### src/rtl/pulse_pattern_checker_pkg.sv
// Shared types and defaults for the pulse generator / checker pair.
package pulse_pkg;

   localparam int unsigned DEF_PAT_W        = 16;
   localparam int unsigned DEF_CNT_W        = 16;
   localparam int unsigned DEF_ERR_THRESH   = 2;
   localparam int unsigned DEF_SEARCH_LIMIT = 64;

   typedef enum logic [1:0] {
      ST_IDLE   = 2'd0,
      ST_FILL   = 2'd1,
      ST_SEARCH = 2'd2,
      ST_LOCKED = 2'd3
   } state_e;

   // Bits needed to hold any value in 0..max_val.
   function automatic int unsigned cnt_bits(input int unsigned max_val);
      return (max_val < 2) ? 1 : $clog2(max_val + 1);
   endfunction

endpackage

### src/rtl/pulse_pattern_checker_window.sv
// Serial shift window with equality compare of the post-shift value against the pattern.
module pattern_window
   import pulse_pkg::*;
#(
   parameter int unsigned PAT_W = DEF_PAT_W
) (
   input  logic             clock,
   input  logic             reset,
   input  logic             clear,
   input  logic             shift_en,
   input  logic             bit_in,
   input  logic [PAT_W-1:0] pat,
   output logic             match,
   output logic [PAT_W-1:0] window
);

   logic [PAT_W-1:0] window_q;
   logic [PAT_W-1:0] window_d;

   assign window_d = {window_q[PAT_W-2:0], bit_in};
   assign match    = (window_d == pat);
   assign window   = window_q;

   always_ff @(posedge clock) begin
      if (reset || clear) begin
         window_q <= '0;
      end else if (shift_en) begin
         window_q <= window_d;
      end
   end

endmodule

### config.mk
export PLATFORM = sky130hd
export DESIGN_NAME = pattern_window
export DESIGN_NICKNAME = d
export VERILOG_FILES = /design/src/rtl/pulse_pattern_checker_pkg.sv /design/src/rtl/pulse_pattern_checker_window.sv
export SDC_FILE = /design/constraint.sdc
export NUM_CORES = 1
export LEC_CHECK = 0
export ABC_AREA = 1
export BUFFER_PORTS_ARGS = -buffer_cell sky130_fd_sc_hd__buf_2
export CAP_MARGIN = 40
export CORE_UTILIZATION = 41
export DETAILED_ROUTE_END_ITERATION = 8
export PLACE_DENSITY = 0.76
export SLEW_MARGIN = 20
export SYNTH_ARGS = -nofsm -noshare
export SYNTH_HDL_FRONTEND = slang
export SYNTH_SLANG_ARGS = --single-unit
### constraint.sdc
create_clock -name clock -period 0.9 [get_ports clock]
set_input_delay 0.18 -clock clock [delete_from_list [all_inputs] [get_ports clock]]
set_output_delay 0.18 -clock clock [all_outputs]
set_load 0.005 [all_outputs]
==> flow_summary.toml, run 1 <==
[timing]
clock.fmax_mhz = 710.9
period_needed_ps = 1407
worst_slew_pin_slew_ps = 291.0
skew_ps = 1.501
setup_viol_count_final = 17
finalHoldViolations = 0
setup_slack_ps = -506.7
slew_headroom_pct = 80.57
post-route-period-util_pct = 156.3
grt_setup_unrepaired = "true"
finalMaxSlewViolations = 0

[setup_path]
crit_path_end = "match"
crit_path_start_kind = "register"
end_kind = "output pin"
crit_start = "window[2]"
crit_type = "register to output pin"
crit_fanout = 2
cp.arrival_ps = 1230
regToRegEndpoint = "window[4]"
worstReg2RegStart = "window[3]"
crit_required_ps = 720
r2r_slack_ps = 20
r2r_cells = 4

[floorplan]
die_y_um = 47.32
initial_core_util_pct = 43.36
die_area_sq_um = 2239
coreArea_sq_um = 1942
fp-row-count = 16
die_w_um = 47.32
pin_count = 38

[yosys]
ys_types = 14
synthArstFlopShare_pct = 0
yosys_register_bits = 16
synthCells = 114
synth_area_leader_cell = "dfxtp_1"
ys.flop_type = "dfxtp_1"
netlist.area_leader.share_pct = 38.04
synth_edf_count = 0
synth_area_leaders = "dfxtp_1 (38%), nand2_1 (18%), xnor2_1 (11%)"
synth.most_common_cell = "nand2_1"
ys_warn_count = 0
synth.cell_area_sq_um = 842.1
yosysSeqAreaShare_pct = 38.04
syn_nets = 135
syn_avg_cell_area_sq_um = 7.386
synth_common_cells = "nand2_1 (41), dfxtp_1 (16), nor2_1 (13)"

[place]
port_buffers = 37
pre_cts_slack_ps = -228.1
dp_hpwl_um = 1574
gp_congestion = 0.8215

[clock_tree]
clk_path_buf_depth = 2
cts_max_level = 1
ctsHoldBuffers = 0
cts.clk_slew.worst_paths_ps = 90
cts_tree = "built"
cts_root_buf = "clkbuf_4"
clk_latency_ps = 280
cts_buffers = 3
clock-sinks = 16

[route]
wire_per_inst_um = 11.43
drt-vias-per-instance = 4.591
vias = 932
wl_met3_um = 98
ant_nets = 0
drt_iter0_markers = 8
highest_layer = "met4"
wl_met2_um = 1248
routed_wl_um = 2321
wl_met1_um = 960
first_pass_iters = 4
drc = 0

[grt]
grt_pass1_vias = 835
grt_max_degree = 17
antenna_found_initial = 0
grtUsageTotal_pct = 21.26
grt_overflow = 0
grt_pass1_wl_um = 3298

[run_status]
outcome = "finished, violations left"
violations = "negative setup slack"

[power]
fin_total_pwr_uw = 1494
p_leak_uw = 0.0006680
power_density_nw_per_um2 = 1022
ir_drop_mv = 0.7953

[cells_and_area]
n_fill_cell = 161
largest_reg_flops = 16
fin_nets = 198
syn_to_final_growth_pct = 73.55
drive_gt1_share_pct = 56.82
antenna_cells = 0
final_util_pct = 75.26

[job]
drv_cap = 0

[worst_hold_path]
hold_path_class = "primary input to register"
holdCritStartpoint = "bit_in"
-- cells in the final DEF (no fill, tap or decap), drive strengths merged --
master	instances
a21oi	8
nand2	41
xnor2	11
buf	63
nor2	13
inv	11
dfxtp	16
or2	1
a211oi	8
clkbuf	4
-- logic make-up (layout without fill, tap and decap cells) --
kind of cell	count (synthesis)	in the layout	share of synthesized area, %
simple gates	55	55	24.82
compound gates	16	16	14.86
flops	16	16	38.04
buf+inv	16	78	10.85
xor+xnor	11	11	11.44
-- critical path: stages, from the launching register on --
cell,delay (ps)
dfxtp_2,370
xnor2_2,110
nand2_1,90
nor2_1,130
nand2_1,60
nor2_1,80
buf_2,110
-- where the power goes --
| part | internal (uW) | leakage [uW] | switching [uW] | total [uW] |
|---|---|---|---|---|
| Sequential | 718 | 0.000138 | 13.4 | 731 |
| Clock | 246 | 0.0000210 | 225 | 471 |
| Combinational | 154 | 0.000509 | 138 | 292 |
| Total | 1120 | 0.000668 | 377 | 1490 |
-- metal layers --
metal	vias to the layer above	global-route usage [%]
met4	0	5.143
li1	476	-
met3	2	5.000
met5	-	0
met2	28	39.45
met1	426	24.24
-- what timing repair did --
| item | CTS | global route |
|---|---|---|
| setup buffers | 2 | 5 |
| pin swaps | 13 | 6 |
| gates resized for setup | 27 | 19 |
| setup endpoints to repair | 17 | 20 |
-- worst min-delay path by stage --
| stage | endpoint | depth (start not counted) | slack [ps] |
|---|---|---|---|
| after global placement | window[15] | 2 | 450 |
| after global routing | window[0] | 3 | 190 |
| after CTS | window[0] | 3 | 170 |
| after floorplan | window[0] | 2 | 340 |
| final | window[0] | 3 | 180 |
| after detailed placement | window[15] | 2 | 450 |
-- cell type report --
class                      instances  area (sq um)  share of cell area (%)
inverter                          11         43.79                   2.997
timing repair buffer              63         519.2                   35.53
multi-input combinational         82         483.0                   33.05
clock buffer                       4         36.28                   2.483
sequential                        16         345.3                   23.63
tap                               27         33.78                   2.312
-- per-stage QoR --
stage	hold slack (ps)	instance area (sq um)	setup TNS [ps]	instances
final	183.9	1461	-2341	203
after global placement	449.9	1190	-391.5	193
after CTS	170.6	1358	-2419	199
after global routing	189.7	1461	-3094	203
after floorplan	336.1	858.3	-52.63	114
after detailed placement	450.0	1190	-618.1	193
Note: power is estimated with default switching activity, not from simulation.
==> run 2, diff against run 1 <==
- SKIP_CTS_REPAIR_TIMING: default -> 1
==> flow_summary.toml, run 2 (synthesis gave the netlist of run 1 again) <==
[clock_tree]
cts_max_level = 1
clk_path_buf_depth = 2
clk_latency_ps = 280
cts.clk_slew.worst_paths_ps = 100
cts_root_buf = "clkbuf_4"
cts_buffers = 3
clock-sinks = 16
cts_tree = "built"

[setup_path]
end_kind = "output pin"
regToRegEndpoint = "window[13]"
critical_path.max_stage_delay_ps = 350
crit_required_ps = 720
path_depth = 6
crit_family = "simple AND/OR/NAND/NOR gates"
r2r_cells = 4
cp_cell_sequence = "xnor2_2 > nand2_1 > nor2_1 > nand2_1 > nor2_1 > buf_2"
crit_buf_inv = 1
crit_start = "window[1]"
worstReg2RegStart = "window[12]"
crit_type = "register to output pin"
r2r_slack_ps = 30
crit_path_end = "match"
slowest_stage = "dfxtp_2"
crit_path_start_kind = "register"
crit_fanout = 2
cp.arrival_ps = 1280

[grt]
grtUsageTotal_pct = 19.76
grt_pass1_wl_um = 3063
grt_max_degree = 17
grt_overflow = 0
antenna_found_initial = 0
grt_pass1_vias = 807

[timing]
setup_slack_ps = -555.5
worst_slew_pin_slew_ps = 264.8
grt_setup_unrepaired = "true"
clock.fmax_mhz = 687.0
setup_viol_count_final = 17
finalHoldViolations = 0
skew_ps = 4.174
tns_ps = -2240
slew_headroom_pct = 82.32
period_needed_ps = 1456
post-route-period-util_pct = 161.7
finalMaxSlewViolations = 0

[floorplan]
initial_core_util_pct = 43.36
die_w_um = 47.32
coreArea_sq_um = 1942
die_area_sq_um = 2239
fp-row-count = 16
die_y_um = 47.32
pin_count = 38

[run_status]
violations = "negative setup slack"
outcome = "finished, violations left"

[route]
routed_wl_um = 2207
first_pass_iters = 4
drc = 0
drt-vias-per-instance = 4.550
ant_nets = 0
wire_per_inst_um = 11.04
drt_iter0_markers = 13
vias = 910

[power]
ir_drop_mv = 0.7086
power_density_nw_per_um2 = 1062
p_leak_uw = 0.0006507

[cells_and_area]
drive_gt1_share_pct = 54.91
antenna_cells = 0
final_cell_mix = "nand2_1 (40), buf_2 (26), buf_6 (21), dfxtp_2 (16), buf_4 (12)"
regArea_sq_um = 340.3
largest_reg_flops = 16
multi_input_area_sq_um = 478.0
n_fill_cell = 168
syn_to_final_growth_pct = 67.31
final_common_cell = "nand2_1"
fin_nets = 195

[job]
drv_cap = 0

[place]
dp_hpwl_um = 1574
pre_cts_slack_ps = -228.1
port_buffers = 37
gp_congestion = 0.8215

[worst_hold_path]
hold_path_class = "primary input to register"
[run 2: cell count changes in the layout (fill, tap and decap cells not counted)]
cell / change
a211oi_1: +1
a211oi_2: -1
buf_2: +2
buf_4: -1
buf_6: -4
dfxtp_2: +2
dfxtp_4: -2
inv_1: +1
inv_2: -1
nand2_1: -1
nand2_2: +1
nor2_1: +1
nor2_2: -1
[run 2: area by class of cell]
class                      instances  area share, %
multi-input combinational         82          33.93
clock buffer                       4          2.575
tap                               27          2.398
timing repair buffer              60          33.84
inverter                          11          3.108
sequential                        16          24.16
[run 2: per-stage QoR]
step | total power [uW] | hold slack, ps | util, % | std cells | area [sq um]
after floorplan | 891.5 | 336.1 | - | 114 | 858.3
after global placement | 986.3 | 449.9 | 61.28 | 193 | 1190
after detailed placement | 996.3 | 450.0 | 61.28 | 193 | 1190
after CTS | 1465 | 178.0 | 63.14 | 197 | 1226
after global routing | 1574 | 189.0 | 72.55 | 200 | 1409
final | 1497 | 178.5 | 72.55 | 200 | 1409
[run 2: how the worst min path moves through the flow]
stage	start	to	slack [ps]	cells after the start
detailed placement	window[15]	window[15]	450	2
CTS	bit_in	window[0]	180	3
global route	bit_in	window[0]	190	3
finish	bit_in	window[0]	180	3
global placement	window[15]	window[15]	450	2
floorplan	bit_in	window[0]	340	2
[run 2: worst reg2reg max path: cells and delay by family, from the launching register on]
kind	cells	cell delay [ps]
AOI/OAI and AO/OA	1	40
and+or+nand+nor	1	110
DFF	1	350
buffers and inverters	2	250
[run 2: layer usage]
layer  global-route usage [%]  routed length (um)
met1                    22.59                 930
met2                    36.16                1195
met3                    5.000                  81
met4                    5.143                   0
met5                        0                   0
[run 2: power breakdown]
part | switching (uW) | leakage (uW) | internal (uW) | total [uW]
combinational | 134 | 0.000492 | 153 | 287
sequential | 14.1 | 0.000137 | 723 | 737
clock | 227 | 0.0000210 | 246 | 473
total | 375 | 0.000651 | 1120 | 1500
